File: src/rtl/nn_param_loader_pkg.sv
// rtl/nn_param_loader_pkg.sv - shared encodings and defaults for the parameter loader
package nn_param_loader_pkg;

  localparam logic [1:0] LDR_STA_IDLE = 2'd0;
  localparam logic [1:0] LDR_STA_LOAD = 2'd1;
  localparam logic [1:0] LDR_STA_DONE = 2'd2;

  localparam int WEIGHT_DEPTH_DEF = 6144;
  localparam int BIAS_DEPTH_DEF   = 256;

  localparam logic DEST_WEIGHT = 1'b1;
  localparam logic DEST_BIAS   = 1'b0;

endpackage

File: src/rtl/nn_param_loader_addr_gen.sv
// rtl/nn_param_loader_addr_gen.sv - row/slot sequencer with last-word detection
module nn_param_loader_addr_gen
  import nn_param_loader_pkg::*;
#(
  parameter int AW = 13,
  parameter int N  = 5
) (
  input  logic          clk,
  input  logic          rst,
  input  logic          load_i,
  input  logic          dest_i,
  input  logic [AW-1:0] base_i,
  input  logic [AW:0]   count_i,
  input  logic          adv_i,
  output logic [AW-1:0] row_o,
  output logic [4:0]    slot_o,
  output logic          last_o
);

  logic [AW-1:0] row_q, row_d;
  logic [AW-1:0] last_row_q, last_row_d;
  logic [4:0]    slot_q, slot_d;
  logic          weight_q, weight_d;

  always_comb begin
    row_d      = row_q;
    slot_d     = slot_q;
    last_row_d = last_row_q;
    weight_d   = weight_q;
    if (load_i) begin
      row_d      = base_i;
      slot_d     = 5'd0;
      // count is nonzero whenever a load happens, so the subtraction cannot wrap
      last_row_d = AW'({1'b0, base_i} + count_i - (AW+1)'(1));
      weight_d   = (dest_i == DEST_WEIGHT);
    end else if (adv_i) begin
      if (weight_q && (slot_q != 5'(N-1))) begin
        slot_d = slot_q + 5'd1;
      end else begin
        slot_d = 5'd0;
        row_d  = row_q + AW'(1);
      end
    end
  end

  always_ff @(posedge clk or posedge rst) begin
    if (rst) begin
      row_q      <= '0;
      slot_q     <= '0;
      last_row_q <= '0;
      weight_q   <= 1'b0;
    end else begin
      row_q      <= row_d;
      slot_q     <= slot_d;
      last_row_q <= last_row_d;
      weight_q   <= weight_d;
    end
  end

  assign row_o  = row_q;
  assign slot_o = slot_q;
  assign last_o = (row_q == last_row_q) && (slot_q == (weight_q ? 5'(N-1) : 5'd0));

endmodule

File: src/rtl/nn_param_loader.sv
// rtl/nn_param_loader.sv - packs a word stream into weight/bias RAM row writes
module nn_param_loader
  import nn_param_loader_pkg::*;
#(
  parameter int WIDTH             = 12,
  parameter int MEM_ADR_MAX_WIDTH = 13,
  parameter int N                 = 5,
  parameter int WEIGHT_DEPTH      = WEIGHT_DEPTH_DEF,
  parameter int BIAS_DEPTH        = BIAS_DEPTH_DEF
) (
  input  logic                         clk,
  input  logic                         rst,
  input  logic                         start_i,
  input  logic                         dest_i,
  input  logic [MEM_ADR_MAX_WIDTH-1:0] base_adr_i,
  input  logic [MEM_ADR_MAX_WIDTH:0]   count_i,
  input  logic                         abort_i,
  input  logic                         in_valid_i,
  input  logic [WIDTH-1:0]             in_data_i,
  output logic                         in_ready_o,
  output logic                         mem_we_o,
  output logic                         mem_ram_dest_o,
  output logic [MEM_ADR_MAX_WIDTH-1:0] mem_ram_adr_o,
  output logic [4:0]                   mem_ram_adr_offset_o,
  output logic [WIDTH-1:0]             mem_ram_data_o,
  output logic                         busy_o,
  output logic                         done_o,
  output logic                         err_o
);

  localparam int AW = MEM_ADR_MAX_WIDTH;
  localparam int SW = MEM_ADR_MAX_WIDTH + 2;

  logic [1:0]       state_q, state_d;
  logic             cmd_dest_q, cmd_dest_d;
  logic             we_q, we_d, done_q, done_d, err_q, err_d;
  logic             mdest_q, mdest_d;
  logic [AW-1:0]    adr_q, adr_d;
  logic [4:0]       off_q, off_d;
  logic [WIDTH-1:0] data_q, data_d;
  logic             load, adv, last;
  logic [AW-1:0]    row;
  logic [4:0]       slot;
  logic [SW-1:0]    end_sum, depth;

  // Widened so base + count never wraps before the depth comparison
  assign end_sum = {2'b00, base_adr_i} + {1'b0, count_i};
  assign depth   = (dest_i == DEST_WEIGHT) ? SW'(WEIGHT_DEPTH) : SW'(BIAS_DEPTH);

  always_comb begin
    state_d    = state_q;
    cmd_dest_d = cmd_dest_q;
    we_d       = 1'b0;
    done_d     = 1'b0;
    err_d      = 1'b0;
    mdest_d    = mdest_q;
    adr_d      = adr_q;
    off_d      = off_q;
    data_d     = data_q;
    load       = 1'b0;
    adv        = 1'b0;
    case (state_q)
      LDR_STA_IDLE: begin
        if (start_i) begin
          cmd_dest_d = dest_i;
          if (end_sum > depth) begin
            err_d = 1'b1;
          end else if (count_i == '0) begin
            state_d = LDR_STA_DONE;
            done_d  = 1'b1;
          end else begin
            state_d = LDR_STA_LOAD;
            load    = 1'b1;
          end
        end
      end
      LDR_STA_LOAD: begin
        if (abort_i) begin
          state_d = LDR_STA_IDLE;
        end else if (in_valid_i) begin
          we_d    = 1'b1;
          mdest_d = cmd_dest_q;
          adr_d   = row;
          off_d   = slot;
          data_d  = in_data_i;
          adv     = 1'b1;
          if (last) begin
            state_d = LDR_STA_DONE;
            done_d  = 1'b1;
          end
        end
      end
      LDR_STA_DONE: state_d = LDR_STA_IDLE;
      default:      state_d = LDR_STA_IDLE;
    endcase
  end

  always_ff @(posedge clk or posedge rst) begin
    if (rst) begin
      state_q    <= LDR_STA_IDLE;
      cmd_dest_q <= 1'b0;
      we_q       <= 1'b0;
      done_q     <= 1'b0;
      err_q      <= 1'b0;
      mdest_q    <= 1'b0;
      adr_q      <= '0;
      off_q      <= '0;
      data_q     <= '0;
    end else begin
      state_q    <= state_d;
      cmd_dest_q <= cmd_dest_d;
      we_q       <= we_d;
      done_q     <= done_d;
      err_q      <= err_d;
      mdest_q    <= mdest_d;
      adr_q      <= adr_d;
      off_q      <= off_d;
      data_q     <= data_d;
    end
  end

  nn_param_loader_addr_gen #(.AW(AW), .N(N)) u_addr_gen (
    .clk    (clk),
    .rst    (rst),
    .load_i (load),
    .dest_i (dest_i),
    .base_i (base_adr_i),
    .count_i(count_i),
    .adv_i  (adv),
    .row_o  (row),
    .slot_o (slot),
    .last_o (last)
  );

  assign in_ready_o           = (state_q == LDR_STA_LOAD);
  assign busy_o               = (state_q == LDR_STA_LOAD);
  assign mem_we_o             = we_q;
  assign mem_ram_dest_o       = mdest_q;
  assign mem_ram_adr_o        = adr_q;
  assign mem_ram_adr_offset_o = off_q;
  assign mem_ram_data_o       = data_q;
  assign done_o               = done_q;
  assign err_o                = err_q;

endmodule
File: config.mk
export PLATFORM = sky130hd
export DESIGN_NAME = nn_param_loader
export DESIGN_NICKNAME = d
export VERILOG_FILES = /design/src/rtl/nn_param_loader_pkg.sv /design/src/rtl/nn_param_loader_addr_gen.sv /design/src/rtl/nn_param_loader.sv
export SDC_FILE = /design/constraint.sdc
export NUM_CORES = 1
export LEC_CHECK = 0
export CORE_ASPECT_RATIO = 0.75
export CORE_UTILIZATION = 54
export CTS_CLUSTER_SIZE = 25
export DETAILED_ROUTE_END_ITERATION = 10
export GPL_ROUTABILITY_DRIVEN = 0
export PLACE_DENSITY = 0.92
export SKIP_CTS_REPAIR_TIMING = 1
export SYNTH_ARGS = -nofsm -noshare
export SYNTH_HDL_FRONTEND = slang
export SYNTH_SLANG_ARGS = --single-unit
File: constraint.sdc
create_clock -name clk -period 2.6 [get_ports clk]
set_input_delay 0.52 -clock clk [delete_from_list [all_inputs] [get_ports clk]]
set_output_delay 0.52 -clock clk [all_outputs]
set_load 0.05 [all_outputs]
==> reports/metrics.yaml, run 1 <==
run_status:
  status: "finished, violations left"
  violations: "negative setup slack"
drt:
  via_per_inst: 6.450
  ant_nets: 0
  vias: 5386
  initialDrtViolationCount: 697
  remaining_drc_errors: 0
  wirelength_mm: 19.28
  wl_per_cell_um: 23.09
  drtPass1Iterations: 6
global_route:
  track_usage_pct: 32.43
  grt_pass1_vias: 4924
  grt.overflow.total: 0
  grt_max_degree: 70
  antenna_found_initial: 2
  grt_pass1_wl_mm: 23.85
clocking:
  clk_pin_slew_ns: 0.05
  root_buffer: "clkbuf_16"
  ctsLongestPathBuffers: 2
  clock_latency_ns: 0.34
  cts_buffers: 9
  htree_levels: 3
  cts_num_sinks: 69
  cts_tree: "built"
run:
  cap_violations: 0
yosys:
  synth_compound_area_share_pct: 11.38
  synth_mux_area_share_pct: 7.488
  yosys-top-cells-area: "dfrtp_1 36%, ha_1 11%, nand2_1 9.1%, inv_1 4.7%, xnor2_1 4.6%"
  synth_top_area_cell: "dfrtp_1"
  yosys_warnings: 0
  synth_top_family_by_area: "simple AND/OR/NAND/NOR gates"
  avgSynthCellArea_um2: 9.002
  seq_area_frac_synth_pct: 36.26
  yosysTopAreaCellShare_pct: 36.26
  synthFlopType: "dfrtp_1"
  syn-cell-area_um2: 4762
  ys_ff_latch: 69
  synth-edff-count: 0
  synth-async-reset-ratio_pct: 100.0
  synth_cells: 529
  synth-simple-area-share_pct: 18.05
  synth_xor_area_share_pct: 7.541
  synth_common_cells: "115 x nand2_1, 69 x dfrtp_1, 60 x inv_1"
  yosysMostFrequentCell: "nand2_1"
  synth_cell_types: 59
  synthAdderAreaFrac_pct: 11.88
  synthesis.nets: 618
timing:
  finalSetupViolations: 36
  rsz0062_at_grt: "yes"
  max_freq_mhz: 212.9
  fin_crit_sh_pct: 180.7
  hold_viol_final: 0
  final_max_slew_viol_count: 0
  fin_ws_ns: -2.098
  worst_pin_slew_ns: 0.5883
  slew_headroom_pct: 60.69
  skew_ns: 0.006273
  period_needed_ns: 4.698
worst_hold_path:
  min_path_type: "reg2reg"
placed_design:
  portBuffers: 80
  hpwlAfterDp_mm: 10.66
  dp_cells: 807
  place_ws_ns: -2.216
die:
  fp.dieH_um: 83.33
  die_x_um: 110.4
  core_area_um2: 8491
  fp-row-count: 29
  initial_core_util_pct: 56.09
  die-area_um2: 9202
  ioPinCount: 81
worst_setup_path:
  start_kind: "input port"
  arrival_ns: 4.93
  critPathKind: "in2reg"
  cp_max_fo: 6
  crit_required_ns: 2.83
  end_kind: "register"
layout:
  antennaDiodeCount: 0
  drive_above_1_share_pct: 28.34
  area_growth_pct: 50.05
  finalNonFillerCells: 835
  fin_nets: 812
power_and_ir_drop:
  power_density_nw_per_um2: 854.6
  ir_drop_uv: 768.3
  p_leak_nw: 3.508
==> final timing paths <==
| check | slack [ns] | end | cells past startpoint | from |
|---|---|---|---|---|
| max | -2.10 | u_addr_gen.row_o[5] | 20 | count_i[5] |
| min | 0.48 | mem_ram_dest_o | 2 | mem_ram_dest_o |
| max reg2reg | -0.12 | u_addr_gen.row_o[12] | 9 | u_addr_gen.slot_o[0] |
| min reg2reg | 0.48 | mem_ram_dest_o | 2 | mem_ram_dest_o |
| max in group asynchronous | 1.71 | u_addr_gen.slot_o[0] | 3 | rst |
| min in group asynchronous | 0.58 | mem_ram_data_o[7] | 3 | rst |
==> power by group <==
group          internal (mW)  switching (mW)
sequential              1.46           0.438
combinational           1.26            1.72
clock                  0.762           0.463
total                   3.49            2.62
==> final cells by class <==
type | instances | area (µm²)
Clock buffer | 11 | 242.7
Inverter | 61 | 234.0
Sequential cell | 69 | 1727
Clock inverter | 4 | 48.80
Multi-Input combinational cell | 381 | 2928
Fill cell | 403 | 1345
Timing Repair Buffer | 201 | 1831
Tap cell | 108 | 135.1
==> cells by family (layout without fill, tap and decap cells) <==
kind of cell | after synthesis | after routing
adder cells (fa/ha/maj) | 44 | 44
AO/OA/AOI/OAI | 74 | 74
XOR/XNOR | 41 | 41
flip-flops | 69 | 69
multiplexers | 30 | 30
AND/OR/NAND/NOR | 192 | 192
buffers and inverters | 79 | 277
==> metrics by stage <==
step	utilization (%)	hold WS, ns	cell area, µm²	TNS, ns	power [mW]
final	84.16	0.4753	7146	-71.19	6.106
after global routing	84.16	0.5021	7146	-75.23	6.288
after CTS	79.89	0.4750	6783	-67.64	5.748
after detailed placement	76.45	0.4638	6491	-75.93	4.469
after global placement	76.45	0.4548	6491	-63.71	4.335
after floorplan	-	0.4348	4841	-41.21	3.465
==> cell usage in the layout (no fill, tap or decap), types with 5 or more instances in the layout <==
cell type        instances
a21oi_2                  6
a21o_1                   5
ha_4                    10
nand2_1                113
mux2i_1                 15
clkbuf_16               10
ha_1                    30
inv_1                   47
nor4_1                   8
dlymetal6s2s_1          15
o21ai_0                 12
nor2_1                  17
buf_6                    5
clkdlybuf4s50_1         63
dfrtp_1                 69
xor2_1                  16
a21oi_1                 13
xnor2_1                 25
nand2b_1                 5
mux2_4                  11
inv_2                   11
nand3_1                 12
nand4_1                  6
buf_4                  112
==> sequential cells by signal (all words and copies together), names as in the netlist <==
name	cells
mem_ram_adr_o	13
u_addr_gen.last_row_q	13
u_addr_gen.row_o	13
mem_ram_data_o	12
mem_ram_adr_offset_o	5
u_addr_gen.slot_o	5
state_q	2
cmd_dest_q	1
done_o	1
err_o	1
mem_ram_dest_o	1
mem_we_o	1
u_addr_gen.weight_q	1
==> critical path: stages <==
cell and delay, ns:
clkdlybuf4s50_1 0.49, inv_1 0.08, ha_4 0.25, nand3_1 0.12, nor2_1 0.09, a211oi_2 0.30
nand2b_1 0.13, a21o_1 0.18, a21oi_2 0.15, xnor2_1 0.10, ha_1 0.34, nor4bb_4 0.37
o211ai_1 0.17, nor4_1 0.38, a41oi_1 0.20, a21oi_2 0.18, and4_4 0.32, buf_12 0.16
buf_12 0.13, mux2i_1 0.26
==> metal layers <==
layer / global-route usage (%) / wire length [µm] / vias up
li1: - / - / 2158
met1: 39.18 / 6782 / 2496
met2: 54.04 / 8380 / 513
met3: 8.175 / 2410 / 215
met4: 16.12 / 1678 / 4
met5: 0 / 27 / -
No activity file was read; power rests on OpenSTA's default activity.
==> run 2: changes to the inputs <==
Settings changed: SLEW_MARGIN from default to 20.
Clock period 2.6 ns to 4.5 ns, I/O delays scaled along.
==> reports/metrics.yaml, run 2 (same netlist as run 1, synthesis figures left out) <==
global_route:
  busiest_layer: "met2"
  grtUsageMet1_pct: 37.26  # -1.9 points
  antenna_found_initial: 0  # -2
  gr-usage-met2_pct: 49.29  # -4.7 points
  met3_usage_pct: 9.124  # +0.95 points
  grt_max_degree: 45  # -36%
  grt_pass1_vias: 4480  # -9.0%
  grt_pass1_wl_mm: 21.94  # -8.0%
  track_usage_pct: 30.19  # -2.2 points
  grt.overflow.total: 0  # unchanged
die:
  die_x_um: 110.4  # unchanged
  fp-row-count: 29  # unchanged
  initial_core_util_pct: 56.09  # unchanged
  ioPinCount: 81  # unchanged
  fp.dieH_um: 83.33  # unchanged
  core_area_um2: 8491  # unchanged
  die-area_um2: 9202  # unchanged
worst_setup_path:
  crit_required_ns: 4.74  # +1.91 ns
  cp_max_fo: 5  # -1
  worstRegToRegCells: 8  # -1
  r2r_slack_ns: 1.61  # +1.73 ns
  arrival_ns: 5.14  # +0.21 ns
  end_kind: "register"
  reg2reg_from: "state_q[1]"
  start_kind: "input port"
  timing.rr.end: "u_addr_gen.row_o[9]"
  critPathKind: "in2reg"
power_and_ir_drop:
  power_density_nw_per_um2: 501.3  # -41%
  p_seq_share_pct: 32.3  # +1.1 points
  power.share.clock_pct: 19.9  # -0.2 points
  ir_drop_uv: 394.3  # -49%
  internal-power_mw: 1.918  # -45%
  p_leak_nw: 3.257  # -7.1%
  switchingPower_mw: 1.476  # -44%
  switching_share_pct: 43.48  # +0.61 points
  combPwrFrac_pct: 47.7  # -1.1 points
  fin_total_pwr_mw: 3.394  # -44%
clocking:
  clock_latency_ns: 0.34  # about the same
  cts_num_sinks: 69  # unchanged
  clk_pin_slew_ns: 0.06  # about the same
  cts_buffers: 9  # unchanged
  root_buffer: "clkbuf_16"
  htree_levels: 3  # unchanged
  ctsLongestPathBuffers: 2  # unchanged
  cts_tree: "built"
timing:
  fin_ws_ns: -0.4077  # +1.690 ns
  period_needed_ns: 4.908
  worst_pin_slew_ns: 0.7515  # +0.1632 ns
  fin_tns_setup_ns: -11.22  # +59.97 ns
  rsz0062_at_grt: "yes"
  max_freq_mhz: 203.8
  fin_crit_sh_pct: 109.1
  final_max_slew_viol_count: 0  # unchanged
  finalSetupViolations: 35  # -2.8%
  slew_headroom_pct: 49.24  # -11 points
  skew_ns: 0.01040  # +0.004128 ns
  hold_viol_final: 0  # unchanged
drt:
  wirelength_mm: 17.66  # -8.4%
  via_per_inst: 6.430  # -0.32%
  ant_nets: 0  # unchanged
  initialDrtViolationCount: 617  # -11%
  remaining_drc_errors: 0  # unchanged
  wl_per_cell_um: 22.33  # -3.3%
  vias: 5086  # -5.6%
  drtPass1Iterations: 5  # -1
layout:
  area_growth_pct: 42.17
  antennaDiodeCount: 0  # unchanged
  fin_util_pct: 79.74  # -4.4 points
  filler_cell_count: 466  # +16%
  drive_above_1_share_pct: 23.13  # -5.2 points
  finalNonFillerCells: 791  # -5.3%
  fin_nets: 767  # -5.5%
  final_common_cell: "nand2_1"
  layout_common_cells: "115 x nand2_1, 69 x dfrtp_1, 68 x buf_4"
placed_design:
  dp_cells: 764  # -5.3%
  hpwlAfterDp_mm: 9.692  # -9.0%
  portBuffers: 80  # unchanged
worst_hold_path:
  whs_path_depth: 2  # unchanged
  min_to: "mem_ram_adr_o[11]"
  min_path_type: "reg2reg"
  hold_start: "mem_ram_adr_o[11]"
run_status:
  violations: "negative setup slack"
  status: "finished, violations left"
run:
  cap_violations: 0  # unchanged
==> run 2: cell count changes in the layout (fill, tap and decap cells not counted), sizes merged <==
cell	delta
clkbuf	+2
dlymetal6s2s	-1
buf	-45
bufinv	-1
clkinvlp	+1
==> run 2: how the worst max path moves through the flow <==
stage                       start                         to  cells after the start
floorplan           base_adr_i[0]  u_addr_gen.last_row_q[12]                     19
global placement    base_adr_i[0]   u_addr_gen.last_row_q[1]                     19
detailed placement  base_adr_i[0]        u_addr_gen.row_o[5]                     20
CTS                 base_adr_i[0]        u_addr_gen.row_o[0]                     20
global route        base_adr_i[9]        u_addr_gen.row_o[9]                     20
finish              base_adr_i[8]        u_addr_gen.row_o[9]                     20
==> run 2: final cells by class <==
class | instances | area [µm²] | share of cell area [%]
Multi-Input combinational cell | 381 | 2924 | 43.19
Clock buffer | 12 | 256.5 | 3.789
Inverter | 61 | 229.0 | 3.382
Timing Repair Buffer | 156 | 1476 | 21.81
Sequential cell | 69 | 1727 | 25.50
Clock inverter | 4 | 22.52 | 0.3327
Tap cell | 108 | 135.1 | 1.996
==> run 2: worst max-delay path, cell delays in order <==
cell             delay [ns]
clkdlybuf4s50_1        0.48
inv_1                  0.11
ha_4                   0.29
nand2_1                0.09
a21oi_1                0.08
a211oi_2               0.31
nand2b_1               0.11
a21o_1                 0.19
a21oi_2                0.14
xnor2_1                0.10
ha_1                   0.30
nor4bb_1               0.28
o211ai_1               0.18
nor4_2                 0.36
a41oi_2                0.18
a21oi_2                0.18
and4_4                 0.34
buf_6                  0.15
buf_6                  0.12
mux2i_1                0.26
==> run 2: per-layer routing <==
metal  part of all wire (%)  vias to the layer above
met5                      0                        -
met4                    7.0                        0
met3                     11                      144
met2                     45                      429
met1                     37                     2440
li1                       -                     2073
==> run 2: through the flow <==
stage	instance area [µm²]	hold WS (ns)	setup slack [ns]
final	6770	0.4706	-0.4077
after global routing	6770	0.4899	-0.5133
after CTS	6359	0.4758	-0.5034
after detailed placement	6080	0.4621	-0.7263
after global placement	6080	0.4537	-0.5358
after floorplan	4767	0.4348	0.006374
==> run 2: power groups by stage <==
stage	registers [mW]	logic, mW	clock network, mW
floorplan	1.35	0.641	0
global route	1.11	1.68	0.702
finish	1.10	1.62	0.676
global placement	1.05	1.37	0
CTS	1.07	1.47	0.668
detailed placement	1.07	1.44	0
==> run 3: changes to the inputs <==
Settings changed: SKIP_LAST_GASP from default to 1.
==> results of run 3 <==
The final DEF is identical to that of run 2; final timing and power are the same.
